--- config.mk ---
export PLATFORM = sky130hd
export DESIGN_NAME = fir_mac_seq
export DESIGN_NICKNAME = d
export VERILOG_FILES = /design/src/rtl/fir_mac_seq.sv
export SDC_FILE = /design/constraint.sdc
export NUM_CORES = 2
export LEC_CHECK = 0
export ABC_AREA = 1
export CAP_MARGIN = 5
export CORE_MARGIN = 1
export CORE_UTILIZATION = 47
export CTS_CLUSTER_DIAMETER = 50
export DETAILED_ROUTE_END_ITERATION = 8
export GPL_TIMING_DRIVEN = 1
export PLACE_DENSITY_LB_ADDON = 0.2
export SLEW_MARGIN = 25
export SYNTH_ARGS = -nofsm -noshare
export SYNTH_HDL_FRONTEND = slang
export SYNTH_SLANG_ARGS = --single-unit
--- constraint.sdc ---
create_clock -name clk -period 28.2 [get_ports clk]
set_input_delay 5.64 -clock clk [delete_from_list [all_inputs] [get_ports clk]]
set_output_delay 5.64 -clock clk [all_outputs]
set_load 0.005 [all_outputs]
--- src/rtl/fir_mac_seq.sv ---
// fir_mac_seq -- time-multiplexed FIR filter with one shared multiply-accumulator.
//
// Each output needs TAPS MAC cycles. Frames have a fixed length of FRAME_LEN
// samples. At the end of each frame the block shifts zeros into the delay line,
// so every frame produces exactly FRAME_LEN outputs.
//
// Optional feature: define FIR_SAT_EN to clamp the rounded result to DW bits and
// report clipping on out_sat. When FIR_SAT_EN is undefined, the result wraps and
// out_sat is tied to 0.
//
// Ports:
//   clk, rst               clock and synchronous active-high reset
//   in_valid/in_ready      input sample handshake; in_data is the signed DW-bit sample
//   out_valid/out_ready    output sample handshake; out_data is the signed DW-bit result
//   out_sat                out_data was clipped (FIR_SAT_EN builds only)
//   frame_done             one-cycle pulse after the last output of a frame is accepted
//   busy                   FSM is in any state other than IDLE
//   coef_we/addr/data      coefficient write port; writes take effect only while in IDLE
module fir_mac_seq #(
  parameter int TAPS      = 32,
  parameter int DW        = 16,
  parameter int CW        = 20,
  parameter int CFRAC     = 16,
  parameter int FRAME_LEN = 1024
) (
  input  logic                      clk,
  input  logic                      rst,
  input  logic                      in_valid,
  output logic                      in_ready,
  input  logic [DW-1:0]             in_data,
  output logic                      out_valid,
  input  logic                      out_ready,
  output logic [DW-1:0]             out_data,
  output logic                      out_sat,
  output logic                      frame_done,
  output logic                      busy,
  input  logic                      coef_we,
  input  logic [$clog2(TAPS)-1:0]   coef_addr,
  input  logic [CW-1:0]             coef_data
);

  localparam int KW  = $clog2(TAPS);
  localparam int PW  = DW + CW;
  localparam int AW  = PW + KW;
  localparam int ICW = $clog2(FRAME_LEN + 1);
  localparam int SCW = $clog2(FRAME_LEN + TAPS);

  localparam logic [ICW-1:0]       IN_LAST  = ICW'(FRAME_LEN);
  localparam logic [SCW-1:0]       SH_LAST  = SCW'(FRAME_LEN + TAPS - 1);
  localparam logic [SCW-1:0]       SH_FIRST = SCW'(TAPS);
  localparam logic [KW-1:0]        K_LAST   = KW'(TAPS - 1);
  localparam logic signed [AW:0]   HALF     = (AW+1)'(1) << (CFRAC - 1);
  localparam logic signed [DW-1:0] DMAX     = {1'b0, {(DW-1){1'b1}}};
  localparam logic signed [DW-1:0] DMIN     = {1'b1, {(DW-1){1'b0}}};

  typedef enum logic [2:0] {S_IDLE, S_FLUSH, S_MAC, S_OUT, S_DONE} state_t;

  state_t                state, state_nx;
  logic signed [DW-1:0]  dly  [TAPS];
  logic signed [CW-1:0]  coef [TAPS];
  logic [ICW-1:0]        in_cnt;
  logic [SCW-1:0]        sh_cnt, sh_next;
  logic [KW-1:0]         k;
  logic signed [AW-1:0]  acc, sum;
  logic signed [PW-1:0]  prod;
  logic signed [DW-1:0]  res, out_q;
  logic                  res_sat, sat_q;
  logic                  accept;

  assign in_ready   = (state == S_IDLE) && (in_cnt < IN_LAST) && !rst;
  assign accept     = in_ready && in_valid;
  assign busy       = (state != S_IDLE);
  assign out_valid  = (state == S_OUT);
  assign frame_done = (state == S_DONE);
  assign out_data   = out_q;
  assign out_sat    = sat_q && out_valid;
  assign sh_next    = sh_cnt + 1'b1;

  assign prod = PW'(coef[k]) * PW'(dly[k]);
  assign sum  = acc + AW'(prod);

  // The result is rounded from acc plus the last product, so out_data is ready
  // when the FSM enters OUT.
`ifdef FIR_SAT_EN
  logic signed [AW:0] rnd;
  always_comb begin
    rnd     = ((AW+1)'(sum) + HALF) >>> CFRAC;
    res     = rnd[DW-1:0];
    res_sat = 1'b0;
    if (rnd > (AW+1)'(DMAX)) begin
      res     = DMAX;
      res_sat = 1'b1;
    end else if (rnd < (AW+1)'(DMIN)) begin
      res     = DMIN;
      res_sat = 1'b1;
    end
  end
`else
  always_comb begin
    res     = DW'(((AW+1)'(sum) + HALF) >>> CFRAC);
    res_sat = 1'b0;
  end
`endif

  always_comb begin
    state_nx = state;
    case (state)
      S_IDLE: begin
        if (in_cnt == IN_LAST)                   state_nx = S_FLUSH;
        else if (accept && (sh_next >= SH_FIRST)) state_nx = S_MAC;
      end
      // FLUSH stays put when a frame is shorter than the warm-up.
      S_FLUSH: if (sh_next >= SH_FIRST) state_nx = S_MAC;
      S_MAC:   if (k == K_LAST) state_nx = S_OUT;
      S_OUT: begin
        if (out_ready) begin
          if (sh_cnt == SH_LAST)     state_nx = S_DONE;
          else if (in_cnt < IN_LAST) state_nx = S_IDLE;
          else                       state_nx = S_FLUSH;
        end
      end
      S_DONE:  state_nx = S_IDLE;
      default: state_nx = S_IDLE;
    endcase
  end

  always_ff @(posedge clk) begin
    if (rst) begin
      state  <= S_IDLE;
      in_cnt <= '0;
      sh_cnt <= '0;
      k      <= '0;
      acc    <= '0;
      out_q  <= '0;
      sat_q  <= 1'b0;
      for (int unsigned i = 0; i < TAPS; i++) dly[i] <= '0;
    end else begin
      state <= state_nx;
      if (accept || (state == S_FLUSH)) begin
        for (int unsigned i = TAPS - 1; i > 0; i--) dly[i] <= dly[i-1];
        dly[0] <= accept ? $signed(in_data) : '0;
        sh_cnt <= sh_next;
      end
      if (accept) in_cnt <= in_cnt + 1'b1;
      if (state == S_DONE) begin
        in_cnt <= '0;
        sh_cnt <= '0;
      end
      if (state == S_MAC) begin
        acc <= sum;
        k   <= (k == K_LAST) ? '0 : k + 1'b1;
        if (k == K_LAST) begin
          out_q <= res;
          sat_q <= res_sat;
        end
      end else begin
        acc <= '0;
        k   <= '0;
      end
    end
  end

  // Coefficients survive reset and frame boundaries.
  always_ff @(posedge clk) begin
    if (coef_we && (state == S_IDLE)) coef[coef_addr] <= $signed(coef_data);
  end

endmodule
# --- Word level (Yosys, flattened, before mapping) ---
# Memories as Yosys holds them, arrays and structs flattened. A register that Yosys moved wholly into a read port is not among the register bits.
# Index checks and enable logic that the tools add are counted.
classes:
  n_lt_le_gt_ge: 2
  bitwise: 33
  n_mux: 50
  n_reduce_logical: 14
  n_mul: 1
  eq_ne: 11
  addsub: 5
op_table:
  columns: ["operator", "n"]
  rows:
  - ["$mux W16", 33]
  - ["$add A41 B36 Y41", 1]
  - ["$mul A20 B16 Y36", 1]
  - ["$add A32 B17 Y32 const B", 1]
  - ["$or A1 B1 Y1", 32]
  - ["$add A11 B1 Y11 const B", 2]
  - ["$eq A11 B11 Y1 const B", 2]
  - ["$mux W3", 6]
  - ["$pmux W3 S4", 1]
  - ["$ge A11 B6 Y1 const B", 1]
  - ["$lt A11 B11 Y1 const B", 1]
  - ["$mux W5", 2]
  - ["$mux W1", 8]
  - ["$eq A3 B2 Y1 const B", 2]
  - ["$add A5 B1 Y5 const B", 1]
  - ["$eq A5 B5 Y1 const B", 1]
  - ["$logic_and A1 B1 Y1", 5]
  - ["$ne A2 B2 Y1 const B", 2]
  - ["$reduce_and A4 Y1", 1]
  - ["$reduce_or A2 Y1", 2]
  - ["$eq A3 B1 Y1 const B", 1]
  - ["$eq A3 B3 Y1 const B", 1]
  - ["$logic_not A3 Y1", 1]
  - ["$ne A3 B1 Y1 const B", 1]
  - ["other kinds (7)", 7]
word_totals:
  ram_bits: 1152
  memories: 2
  ff_bits: 87
  word_cells: 124
mem_list:
  columns: ["memory", "words", "width", "rd", "rd_clocked_by_memory_dff", "wr", "line_no", "rtl"]
  rows:
  - ["coef", 32, 20, 1, 1, 1, "60", "logic signed [CW-1:0] coef [TAPS];"]
  - ["dly", 32, 16, 32, 1, 32, "59", "logic signed [DW-1:0] dly [TAPS];"]

# --- Depth between registers and ports, before layout ---
logic_depth:
  ltp_word: 9
  ltp_mapped: 46
  mapped_depth_nobuf: 43

# --- Least setup slack after synthesis ---
# OpenSTA, ideal clock, no wires.
synth_path:
  kind: "input to register"
  from: "input rst"
  to: "memory dly[0][0], enable pin"
  required_time_ps: 24556
  n_path_buf: 1
  t_arrival_ps: 14572
  slack_ps: 9984
  setup_ps: 3644
  cell_stages: 6
  path_cell_list: "nor3_1 > nand2_1 > inv_1 > nor2_1 > clkbuf_1 > nand2_1"
synth_rtl:
  columns: ["item", "line_no", "rtl"]
  rows:
  - ["start: declaration", "27", "input logic rst,"]
  - ["end: declaration", "59", null]

# --- Worst setup path after layout ---
layout_path:
  from: "input rst"
  to: "output in_ready"
layout_via:
  elab_chain_cells: 2
layout_rtl:
  columns: ["item", "line_no", "rtl"]
  rows:
  - ["$logic_not A1 Y1", "70", "assign in_ready = (state == S_IDLE) && (in_cnt < IN_LAST) && !rst;"]
  - ["$logic_and A1 B1 Y1", "70", null]
  - ["end: declaration", "29", "output logic in_ready,"]
# Every way passes these cells.

==> impl_metrics.py <==
metrics = {
    "outcome": {
        "status": "complete, no violations",
    },
    "placed_design": {
        "placed_cell_area_um2": 66320,
        "hpwl_um": 93270,
        "io_buffers": 65,
        "gp_congestion": 0.8665,
    },
    "yosys": {
        "yosysUniqueCellTypes": 49,
        "async_flop_share_pct": 0,
        "ys.flop_type": "edfxtp_1",
        "ys_top_cells_by_count": "nor2_1, edfxtp_1, inv_1, nand2_1, o21ai_0",
        "syn_nets": 6761,
        "synth.most_common_cell": "nor2_1",
        "ys_ff_latch": 1230,
        "netlist_area_um2": 64200,
        "synth_seq_area_share_pct": 56.32,
        "syn_area_per_cell_um2": 10.20,
        "synth_area_leaders": "edfxtp_1, fa_1, nor2_1, inv_1, o21ai_0",
        "yosysWarnings": 0,
        "synth_edf_count": 1152,
        "yosys.area.top_type": "edfxtp_1",
        "syn_inst": 6297,
        "yosys.area.top_type_share_pct": 53.88,
    },
    "grt": {
        "overflow": 0,
        "grt_pass1_vias": 42999,
        "grt_usage_pct": 23.29,
        "antenna_found_initial": 3,
        "grt_pass1_wl_um": 246500,
        "grt_max_degree": 229,
    },
    "route": {
        "vias_per_cell": 5.395,
        "wl_per_cell_um": 19.51,
        "drtPass1Iterations": 6,
        "wl_um": 159000,
        "ant_nets": 0,
        "drc": 0,
        "drt_iter0_markers": 3981,
        "vias": 43956,
    },
    "flow_run": {
        "drv_cap": 0,
    },
    "clocking": {
        "cts_tree": "done",
        "htreeDepth": 4,
        "ctsHoldBuffers": 0,
        "cts_root_buf": "clkbuf_16",
        "numCtsBuffers": 145,
        "clock-sinks": 1230,
        "clock_path_buffers": 3,
        "postCtsSetupBuffers": 0,
        "clk_pin_slew_ns": 0.05,
        "cts_resized": 0,
        "clock_latency_ns": 0.78,
    },
    "sta": {
        "fin_tns_setup_ns": 0,
        "rsz0062_at_grt": "no",
        "finClkSkew_ns": 0.04072,
        "hold_viol": 0,
        "timing.fmax_mhz": 79.05,
        "relSlewSlack_pct": 32.60,
        "finalMaxSlewViolations": 0,
        "setup_viol": 0,
        "period_minus_slack_ns": 12.65,
        "tightestPinTransition_ns": 1.011,
        "fin_crit_sh_pct": 44.86,
    },
    "worst_setup_path": {
        "crit_required_ns": 22.56,
        "r2r-start": "k[0]",
        "reg2reg_depth": 36,
        "path_cells": "clkdlybuf4s50_1 -> nor3_1 -> clkdlybuf4s50_1",
        "cp-startpoint": "rst",
        "critPathKind": "in -> out",
        "arrival_ns": 7.01,
        "crit_path_frequent_cell": "clkdlybuf4s50_1",
        "critPathSlowestCell": "clkdlybuf4s50_1",
        "cp-end-kind": "output pin",
        "crit_path_max_fanout": 5,
        "rrSetupSlack_ns": 17.85,
        "cp-start-kind": "input pin",
        "slowest_delay_ns": 0.56,
        "reg2reg_to": "out_data[15]",
    },
    "worst_hold_path": {
        "min_from": "in_cnt[7]",
        "hold_depth": 2,
        "hold_class": "reg -> reg",
        "worst_hold_path.endpoint": "in_cnt[7]",
    },
    "final_layout": {
        "nFillCells": 12048,
        "area.growth.synth_to_final_pct": 10.31,
        "fin_area_um2": 70820,
        "drive_gt1_share_pct": 6.097,
        "fin_util_pct": 52.28,
        "layout.nets": 6725,
    },
    "floorplan": {
        "start_util_pct": 47.39,
        "rows": 135,
        "core-area_um2": 135500,
        "die_h_um": 371.6,
        "pin_count": 67,
        "die_w_um": 371.6,
        "die-area_um2": 138100,
    },
}
==> critical path: cells and delay by family <==
kind | cells | cell delay, ns
buf+inv | 2 | 1.06
simple gates | 1 | 0.31
==> layer usage <==
layer / GRT usage (%) / routed length, um
met1: 31.47 / 68890
met2: 38.38 / 75800
met3: 3.804 / 9897
met4: 7.432 / 4365
met5: 0 / 13
==> metrics by stage <==
| stage | std cells | worst slack, ns | hold slack [ns] |
|---|---|---|---|
| 2_1_floorplan | 6297 | 9.984 | 0.4392 |
| 3_3_place_gp | 7894 | 15.49 | 0.4486 |
| 3_5_place_dp | 7894 | 15.54 | 0.4581 |
| 4_1_cts | 8144 | 15.53 | 0.4658 |
| 5_1_grt | 8145 | 15.44 | 0.5134 |
| 6_report | 8147 | 15.55 | 0.4637 |
==> layout by cell type, fill, tap and decap left out, drive strengths merged, types with 13 or more instances in the layout <==
cell / netlist / routed
nand4: 43 / 43
xor2: 26 / 26
nand3: 263 / 263
clkinv: 3 / 54
nor3: 22 / 22
o211ai: 50 / 50
clkbuf: 157 / 178
a21oi: 261 / 261
o221ai: 52 / 52
o22ai: 98 / 98
clkdlybuf4s50: 0 / 46
dfxtp: 78 / 78
o21a: 13 / 13
o21ai: 582 / 582
nand2: 663 / 663
ha: 103 / 103
nor2: 1167 / 1167
inv: 1031 / 1039
edfxtp: 1152 / 1152
fa: 315 / 315
buf: 171 / 99
==> cell type report <==
cell class	count	area, um2	share of cell area (%)
Antenna cell	2	5.005	0.007067
Clock buffer	178	3879	5.477
Clock inverter	72	663.1	0.9364
Inverter	1034	3909	5.519
Multi-Input combinational cell	3705	22710	32.07
Sequential cell	1230	36170	51.07
Tap cell	1781	2228	3.147
Timing Repair Buffer	145	1259	1.777
==> flip-flops by register name (all words and copies together) (netlist names) <==
register / flops
coef: 640
dly: 512
acc: 32
out_data: 16
in_cnt: 11
sh_cnt: 11
k: 5
state: 3
==> cells by family (layout without fill, tap and decap cells) <==
kind of cell,Yosys count,in the layout,synth area share (%)
AOI/OAI and AO/OA,1076,1076,9.312
xor gates and xnor gates,37,37,0.5165
adders and majority gates,418,418,11.83
buffers and inverters,1362,1429,8.462
DFF,1230,1230,56.32
muxes,1,1,0.01559
other,1,3,0.005841
and+or+nand+nor,2172,2172,13.54
==> worst max-delay path by stage <==
| stage | endpoint | slack [ns] | cells after the start |
|---|---|---|---|
| final | in_ready | 15.55 | 3 |
| after detailed placement | in_ready | 15.54 | 3 |
| after global routing | in_ready | 15.44 | 3 |
| after global placement | in_ready | 15.49 | 3 |
| after floorplan | dly[0][0] | 9.98 | 6 |
| after CTS | in_ready | 15.53 | 3 |
Power is not shown: default switching activity piles up to over one toggle a cycle in this logic, so the estimate is an artifact.
